File: src/rtl/tmds_hdmi_encoder.sv
// Three-channel TMDS encoder with HDMI video preamble / guard-band insertion.
// A look-ahead delay line lets the control FSM see active video before it reaches the output.

module tmds_chan_enc #(
   parameter int C_dc_bal = 1
) (
   input  logic        [7:0] d,
   input  logic signed [4:0] disp,
   output logic        [9:0] q,
   output logic signed [4:0] disp_nxt
);
   logic        [3:0] n1d;
   logic        [3:0] n1q;
   logic              use_xnor;
   logic        [8:0] qm;
   logic signed [4:0] bal;

   always_comb begin
      n1d = '0;
      for (int i = 0; i < 8; i++) n1d = n1d + {3'b000, d[i]};
      use_xnor = (n1d > 4'd4) || (n1d == 4'd4 && !d[0]);
      qm    = '0;
      qm[0] = d[0];
      for (int i = 1; i < 8; i++) qm[i] = use_xnor ? ~(qm[i-1] ^ d[i]) : (qm[i-1] ^ d[i]);
      qm[8] = ~use_xnor;
      n1q = '0;
      for (int i = 0; i < 8; i++) n1q = n1q + {3'b000, qm[i]};
      // ones minus zeros of q_m[7:0]; wraps harmlessly since the result is in -8..8
      bal = $signed({n1q, 1'b0}) - 5'sd8;

      q        = {1'b0, qm};
      disp_nxt = 5'sd0;
      if (C_dc_bal != 0) begin
         if (disp == 5'sd0 || bal == 5'sd0) begin
            q        = {~qm[8], qm[8], qm[8] ? qm[7:0] : ~qm[7:0]};
            disp_nxt = qm[8] ? disp + bal : disp - bal;
         end else if ((disp > 5'sd0 && bal > 5'sd0) || (disp < 5'sd0 && bal < 5'sd0)) begin
            q        = {1'b1, qm[8], ~qm[7:0]};
            disp_nxt = disp - bal + (qm[8] ? 5'sd2 : 5'sd0);
         end else begin
            q        = {1'b0, qm};
            disp_nxt = disp + bal - (qm[8] ? 5'sd0 : 5'sd2);
         end
      end
   end
endmodule

module tmds_hdmi_encoder #(
   parameter int C_depth   = 8,
   parameter int C_hdmi    = 1,
   parameter int C_pre_len = 8,
   parameter int C_gb_len  = 2,
   parameter int C_dc_bal  = 1
) (
   input  logic               clk_pixel,
   input  logic               rst_n,
   input  logic [C_depth-1:0] in_red,
   input  logic [C_depth-1:0] in_green,
   input  logic [C_depth-1:0] in_blue,
   input  logic               in_blank,
   input  logic               in_hsync,
   input  logic               in_vsync,
   output logic [9:0]         out_red,
   output logic [9:0]         out_green,
   output logic [9:0]         out_blue,
   output logic               out_de,
   output logic               err_short_blank
);
   localparam int         L        = C_pre_len + C_gb_len;
   localparam logic [3:0] PRE_LAST = 4'(C_pre_len - 1);
   localparam logic [3:0] GB_LAST  = 4'(C_gb_len - 1);
   localparam logic [9:0] CTL00    = 10'b1101010100;
   localparam logic [9:0] CTL01    = 10'b0010101011;
   localparam logic [9:0] GB_BR    = 10'b1011001100;
   localparam logic [9:0] GB_G     = 10'b0100110011;

   typedef struct packed {
      logic [2:0][7:0] rgb;
      logic            blank;
      logic            hs;
      logic            vs;
   } smp_t;
   localparam smp_t RST_SMP = '{rgb: '0, blank: 1'b1, hs: 1'b0, vs: 1'b0};

   typedef enum logic [1:0] {CTRL, PREAMBLE, GUARD, VIDEO} state_t;

   smp_t                   in_s, tail;
   smp_t                   dl [L];
   logic [2:0][C_depth-1:0] raw;
   logic [2:0][9:0]        vq;
   logic signed [4:0]      disp [3];
   logic signed [4:0]      disp_nxt [3];
   state_t                 state;
   logic [3:0]             cnt;
   logic                   blank_q;

   function automatic logic [9:0] ctl(input logic [1:0] c);
      case (c)
         2'b00:   return CTL00;
         2'b01:   return CTL01;
         2'b10:   return 10'b0101010100;
         default: return 10'b1010101011;
      endcase
   endfunction

   assign raw = {in_red, in_green, in_blue};

   // Narrow samples are widened by repeating their MSB-first pattern into the LSBs
   always_comb begin
      in_s       = RST_SMP;
      in_s.blank = in_blank;
      in_s.hs    = in_hsync;
      in_s.vs    = in_vsync;
      for (int c = 0; c < 3; c++)
         for (int i = 0; i < 8; i++)
            in_s.rgb[c][7-i] = raw[c][C_depth-1 - (i % C_depth)];
   end

   always_ff @(posedge clk_pixel or negedge rst_n) begin
      if (!rst_n) begin
         for (int k = 0; k < L; k++) dl[k] <= RST_SMP;
      end else begin
         dl[0] <= in_s;
         for (int k = 1; k < L; k++) dl[k] <= dl[k-1];
      end
   end

   assign tail = dl[L-1];

   for (genvar c = 0; c < 3; c++) begin : g_ch
      tmds_chan_enc #(.C_dc_bal(C_dc_bal)) u_enc (
         .d        (tail.rgb[c]),
         .disp     (disp[c]),
         .q        (vq[c]),
         .disp_nxt (disp_nxt[c])
      );
   end

   // Outputs are registered alongside the next state, so a word lands on the
   // output the cycle after its tail sample is examined.
   always_ff @(posedge clk_pixel or negedge rst_n) begin
      if (!rst_n) begin
         state           <= CTRL;
         cnt             <= '0;
         blank_q         <= 1'b1;
         out_red         <= CTL00;
         out_green       <= CTL00;
         out_blue        <= CTL00;
         out_de          <= 1'b0;
         err_short_blank <= 1'b0;
         for (int c = 0; c < 3; c++) disp[c] <= '0;
      end else begin
         blank_q         <= in_blank;
         out_blue        <= ctl({tail.vs, tail.hs});
         out_green       <= CTL00;
         out_red         <= CTL00;
         out_de          <= 1'b0;
         err_short_blank <= 1'b0;
         for (int c = 0; c < 3; c++) disp[c] <= '0;
         case (state)
            CTRL:
               if (C_hdmi != 0 && !in_blank && blank_q) begin
                  state     <= PREAMBLE;
                  cnt       <= '0;
                  out_green <= CTL01;
               end
            PREAMBLE:
               if (cnt == PRE_LAST) begin
                  state     <= GUARD;
                  cnt       <= '0;
                  out_blue  <= GB_BR;
                  out_green <= GB_G;
                  out_red   <= GB_BR;
               end else begin
                  cnt       <= cnt + 4'd1;
                  out_green <= CTL01;
               end
            GUARD:
               if (cnt == GB_LAST) begin
                  state <= CTRL;
               end else begin
                  cnt       <= cnt + 4'd1;
                  out_blue  <= GB_BR;
                  out_green <= GB_G;
                  out_red   <= GB_BR;
               end
            default: state <= CTRL;
         endcase
         // Active video at the tail always wins; anything but a completed guard band is a short blank
         if (!tail.blank) begin
            state           <= VIDEO;
            out_de          <= 1'b1;
            out_red         <= vq[2];
            out_green       <= vq[1];
            out_blue        <= vq[0];
            for (int c = 0; c < 3; c++) disp[c] <= disp_nxt[c];
            err_short_blank <= (C_hdmi != 0) && (state != VIDEO) &&
                               !(state == GUARD && cnt == GB_LAST);
         end
      end
   end
endmodule

File: config.mk
export PLATFORM = sky130hd
export DESIGN_NAME = tmds_hdmi_encoder
export DESIGN_NICKNAME = d
export VERILOG_FILES = /design/src/rtl/tmds_hdmi_encoder.sv
export SDC_FILE = /design/constraint.sdc
export NUM_CORES = 1
export LEC_CHECK = 0
export ABC_CLOCK_PERIOD_IN_PS = 7000
export CAP_MARGIN = 20
export CORE_MARGIN = 5
export CORE_UTILIZATION = 50
export CTS_CLUSTER_SIZE = 20
export DETAILED_ROUTE_END_ITERATION = 6
export PLACE_DENSITY = 0.77
export SYNTH_ARGS = -nofsm -noshare
export SYNTH_HDL_FRONTEND = slang
export SYNTH_SLANG_ARGS = --single-unit
File: constraint.sdc
create_clock -name clk_pixel -period 7 [get_ports clk_pixel]
set_input_delay 1.75 -clock clk_pixel [delete_from_list [all_inputs] [get_ports clk_pixel]]
set_output_delay 1.75 -clock clk_pixel [all_outputs]
set_load 0.1 [all_outputs]
# Yosys cells after proc, flatten, opt, wreduce, memory -nomap -nowiden

Index checks and enable logic that the tools add are counted.

Register bits: 323
Input port bits: 29
Output and inout bits: 32

$add $sub $neg: 58
Magnitude comparators: 15
Equality and inequality tests: 15
Muxes and demuxes: 71
Bitwise gates (word level): 48
Reductions and logical operators: 37

Operators by type and width:

| operator                                                                      | count |
|---|---|
| 4-bit by 1-bit adder with 4-bit output                                        | 36 |
| 10-bit 2-to-1 mux                                                             | 13 |
| 10-bit case mux with 3 select lines                                           | 2 |
| 5-bit 2-to-1 mux                                                              | 9 |
| 5-bit adder                                                                   | 6 |
| 5-bit by 1-bit > comparator with 1-bit output (second input constant)         | 6 |
| 5-bit zero test                                                               | 6 |
| 5-bit by 1-bit less-than comparator with 1-bit output (second input constant) | 6 |
| 5-bit subtractor                                                              | 6 |
| 9-bit 2-to-1 mux                                                              | 3 |
| 8-bit 2-to-1 mux                                                              | 3 |
| 1-bit NOT                                                                     | 24 |
| 8-bit NOT                                                                     | 3 |
| 1-bit 2-to-1 mux                                                              | 23 |
| 1-bit XOR                                                                     | 21 |
| 2-bit 2-to-1 mux                                                              | 10 |
| 10-bit case mux with 2 select lines                                           | 1 |
| 9-bit case mux with 2 select lines                                            | 1 |
| 4-bit by 3-bit == test with 1-bit output (second input constant)              | 4 |
| 15-bit 2-to-1 mux                                                             | 1 |
| 5-bit subtractor (second input constant)                                      | 3 |
| 1-bit by 1-bit adder with 2-bit output                                        | 6 |
| 4-bit by 3-bit > comparator with 1-bit output (second input constant)         | 3 |
| 1-bit logical AND                                                             | 12 |
| other kinds (14)                                                              | 36 |

# Logic depth before layout (Yosys ltp)

Word-level depth: 37
Mapped depth: 30
Gate-level depth less buffers: 27

# Modules after synthesis

Synthesis repeated with hierarchy kept, for this count alone.

Cell total of the unflattened synthesis: 844
Area total of the unflattened synthesis: 12575.8 um^2

By module, submodules not included:

| module                        | instances | cells an instance | area an instance (um^2) |
|---|---|---|---|
| tmds_hdmi_encoder             | 1         | 462               | 8974.9 |
| tmds_chan_enc (g_ch[0].u_enc) | 1         | 140               | 1228.7 |
| tmds_chan_enc (g_ch[1].u_enc) | 1         | 125               | 1204.9 |
| tmds_chan_enc (g_ch[2].u_enc) | 1         | 117               | 1167.4 |

# Worst setup path before layout

OpenSTA, ideal clock, no wires.

Path type: reg2reg
Start point: reg dl[3] in the netlist's numbering
End point: reg out_blue[3]
Library setup time: 83 ps
Arrival: 7315 ps
Data required time: 6917 ps
Path slack: -397 ps
Stages on the path, launching flop included: 31
Clock period less this slack: 7397 ps
Cells stage by stage: dfrtp_1 ha_1 inv_1 fa_1 fa_1 inv_1 fa_1 fa_1 nor3b_1 o22ai_1 clkbuf_1 buf_2 xnor2_1 ha_1 inv_1 fa_1 inv_1 fa_1 fa_1 inv_1 fa_1 xnor2_1 ha_1 ha_1 o21bai_1 or3b_2 clkbuf_1 nand3_1 o21ai_0 xor2_1 o21ai_0

Longest elaborated chain between the ends: 37
Elaborated cells on any way between the ends: 53
Those cells by class: 15 x add/sub; 3 x order compare; 1 x eq/ne; 11 x mux; 15 x bitwise; 8 x reduce/logical

RTL lines:

| element                                                                                         | line | RTL |
|---|---|---|
| start, declared                                                                                 | 88   | `smp_t dl [L];` |
| parallel branches: the longest is 35 deep, another holds 4-bit by 1-bit adder with 4-bit output | -    |  |
| 10-bit 2-to-1 mux *                                                                             | 34   | `if (disp == 5'sd0 \|\| bal == 5'sd0) begin` |
| 10-bit 2-to-1 mux *                                                                             | 190  | `if (!tail.blank) begin` |
| end signal, assigned                                                                            | 154  | `out_blue <= ctl({tail.vs, tail.hs});` |
| end signal, assigned                                                                            | 195  | `out_blue <= vq[0];` |
| end, declared                                                                                   | 65   | `output logic [9:0] out_blue,` |

Mark *: on every way between the ends.
A chain may end at the register's enable or synchronous reset.

# Worst setup path in the final report

Start point: reg dl[19] in the netlist's numbering
End point: reg disp[4] in the netlist's numbering

Longest elaborated chain between the ends: 37
Elaborated cells on any way between the ends: 58
Those cells by class: 19 x add/sub; 3 x order compare; 1 x eq/ne; 13 x mux; 14 x bitwise; 8 x reduce/logical

RTL lines:

| element                                                                                         | line | RTL |
|---|---|---|
| parallel branches: the longest is 35 deep, another holds 4-bit by 1-bit adder with 4-bit output | -    |  |
| 5-bit 2-to-1 mux *                                                                              | 34   |  |
| 15-bit 2-to-1 mux *                                                                             | 190  |  |
| end, declared                                                                                   | 91   | `logic signed [4:0] disp [3];` |

Marks and branches as above.

==> flow_metrics.env <==
export IMPL_cts_buffer_depth=3
export IMPL_start_util_pct=51.0
export IMPL_use_met1_pct=19.8
export IMPL_cts_root_buf="clkbuf_16"
export IMPL_cts_tree="yes"
export IMPL_ys_seq_area_share_pct=67.0
export IMPL_fin_crit_sh_pct=100
export IMPL_htree_levels=1
export IMPL_grt_max_degree=208
export IMPL_utilization_pct=63.5
export IMPL_synth_ff_type="dfrtp_1"
export IMPL_tightestPinTransition_ps=1060
export IMPL_finalWorstSetupSlack_ps=-16.8
export IMPL_postCtsHoldBufs=0
export IMPL_ys_top_cells_by_count="295 x dfrtp_1, 83 x inv_1, 69 x ha_1"
export IMPL_fin_setup_tns_ps=-16.8
export IMPL_synth_cell_area_um2=12000
export IMPL_area_delta_synth_final_pct=24.5
export IMPL_busiest_layer="met2"
export IMPL_final_antenna_net_count=0
export IMPL_synth_edf_count=0
export IMPL_grt_pass1_vias=6380
export IMPL_synthCells=813
export IMPL_synth_seq_cells=320
export IMPL_hold_class="reg2reg"
export IMPL_max_freq_ghz=0.143
export IMPL_nets=1067
export IMPL_routed_wl_um=18800
export IMPL_synth_top_area_cell="dfrtp_1"
export IMPL_cts_sinks=320
export IMPL_numCtsBuffers=31
export IMPL_syn_avg_cell_area_um2=14.8
export IMPL_crit_type="reg2reg"
export IMPL_use_met2_pct=22.9
export IMPL_drv_cap=0
export IMPL_outcome="finished, violations left"
export IMPL_rsz0062_at_grt="yes"
export IMPL_critPathMaxFanout=4
export IMPL_post_route_drc_count=0
export IMPL_synth_distinct_cells=56
export IMPL_yosys_warnings=0
export IMPL_hold_viol=0
export IMPL_drive_gt1_share_pct=24.2
export IMPL_first_iter_violations=254
export IMPL_vias_per_cell=4.78
export IMPL_skew_ps=8.31
export IMPL_met3_usage_pct=2.57
export IMPL_startpoint_type="flip-flop"
export IMPL_whs_ps=343
export IMPL_min_period_ps=7020
export IMPL_worst_ep_required_time_ps=7460
export IMPL_clkLatencyLatePin_ps=560
export IMPL_io_pins=61
export IMPL_dieArea_um2=27200
export IMPL_grt_overflow=0
export IMPL_end_kind="flip-flop"
export IMPL_slew_violations=0
export IMPL_async_reset_ff_share_pct=100
export IMPL_synthTopCellsByArea="dfrtp_1 62%, ha_1 7.2%, dfstp_2 5.5%, fa_1 5.0%, xnor2_1 2.8%"
export IMPL_grt_antenna_before_repair=0
export IMPL_syn_num_nets=941
export IMPL_relSlewSlack_pct=29.1
export IMPL_crit_arrival_ps=7480
export IMPL_core_um2=23500
export IMPL_io_buffers=60
export IMPL_synth_top_cell_area_share_pct=61.5
export IMPL_wl_per_cell_um=14.6
export IMPL_via_count=6125
export IMPL_yosysMostFrequentCell="dfrtp_1"
export IMPL_std_cell_rows=56
export IMPL_place_congestion=0.825
export IMPL_dr_pass1_iters=4
export IMPL_setup_viol=1
export IMPL_grt_pass1_wl_um=31000
export IMPL_fill_cells=1731
export IMPL_grtUsageTotal_pct=14.1
export IMPL_failed_checks="setup timing"
export IMPL_chipHeight_um=165
export IMPL_n_antenna_cell=0
export IMPL_clkTransAtPathRegs_ps=60
export IMPL_die_x_um=165
export IMPL_dp_hpwl_um=11700
## registers in the layout, indices dropped and copies added, names as in the netlist
name / count
blank_q: 1
cnt: 4
disp: 12
dl: 269
err_short_blank: 1
out_blue: 10
out_de: 1
out_green: 10
out_red: 10
state: 2
## repair_timing
item / in CTS / in global routing
gates cloned: 0 / 0
gates resized for setup: 6 / 91
hold endpoints to repair: 0 / 0
buffers inserted: 6 / 19
pin swaps: 12 / 53
endpoints found under the setup margin: 10 / 37
## cells in the final DEF, fill, tap and decap left out, types with 6 or more instances in the layout
cell,count
a21oi_1,15
buf_4,39
clkbuf_1,9
clkbuf_16,31
clkbuf_8,8
clkdlybuf4s50_1,59
dfrtp_1,295
dfstp_2,25
fa_1,17
fa_2,13
ha_1,51
ha_4,16
inv_1,70
inv_2,9
mux2i_1,7
nand2_1,24
nor2_1,30
nor2_2,6
o21ai_0,21
o21ai_1,9
o21bai_1,6
o22ai_1,6
or3_1,7
xnor2_1,23
xnor2_2,18
xor2_1,22
## logic make-up (layout without fill, tap and decap cells)
logic type,after synthesis,count (layout),share of synthesized area [%]
compound gates,104,104,5.58
xor+xnor,76,76,6.93
fa+ha+maj,99,99,12.2
buf+inv,96,246,3.18
flops,320,320,67.0
mux,8,8,0.667
simple gates,110,110,4.47
## worst max-delay path, stage by stage, from the launching register on
cell      delay (ps)
dfrtp_1          400
ha_4             290
inv_2             30
fa_1             450
fa_1             510
inv_2             40
fa_2             340
fa_1             420
or3b_1           390
a22oi_2          230
xnor2_1          100
ha_1             290
inv_1             50
fa_1             470
inv_1             50
fa_1             490
fa_2             400
inv_2             70
fa_2             470
inv_4            110
fa_2             460
inv_2            100
and3_4           180
xnor3_1          210
nor2_1           140
a211oi_2          40
a311oi_1         200
## path summary, 6_finish.rpt
path / startpoint / endpoint / slack [ps] / depth (start not counted)
min in group asynchronous: rst_n / dl[255] / 1040 / 1
max reg2reg: dl[19] / disp[4] / -20 / 26
max: dl[19] / disp[4] / -20 / 26
max in group asynchronous: rst_n / dl[21] / 4670 / 2
min: dl[77] / dl[50] / 340 / 0
min reg2reg: dl[77] / dl[50] / 340 / 0
## cell type report
type                       count  area [um2]  share of cell area (%)
sequential                   320        8040                    53.8
inverter                      83         323                    2.16
multi-input combinational    397        4140                    27.7
clock inverter                 9         109                   0.728
clock buffer                  48         920                    6.15
timing repair buffer         106        1010                    6.79
tap                          319         399                    2.67
## metal layers
| metal | vias up | share of wire [%] |
|---|---|---|
| li1 | 2884 | - |
| met1 | 3092 | 44 |
| met2 | 116 | 50 |
| met3 | 33 | 4.5 |
| met4 | 0 | 2.3 |
| met5 | - | 0 |
## metrics by stage
stage / setup slack (ps) / instances / area [um2]
after floorplan: 3.94 / 813 / 12100
after global placement: -33.6 / 1201 / 13200
after detailed placement: -126 / 1201 / 13200
after CTS: 8.73 / 1264 / 14300
after global routing: -328 / 1282 / 14900
final: -16.8 / 1282 / 14900
Power is left out: the tool's default activity adds up to more than one toggle a clock period on the data nets, which glitch-free logic cannot reach.
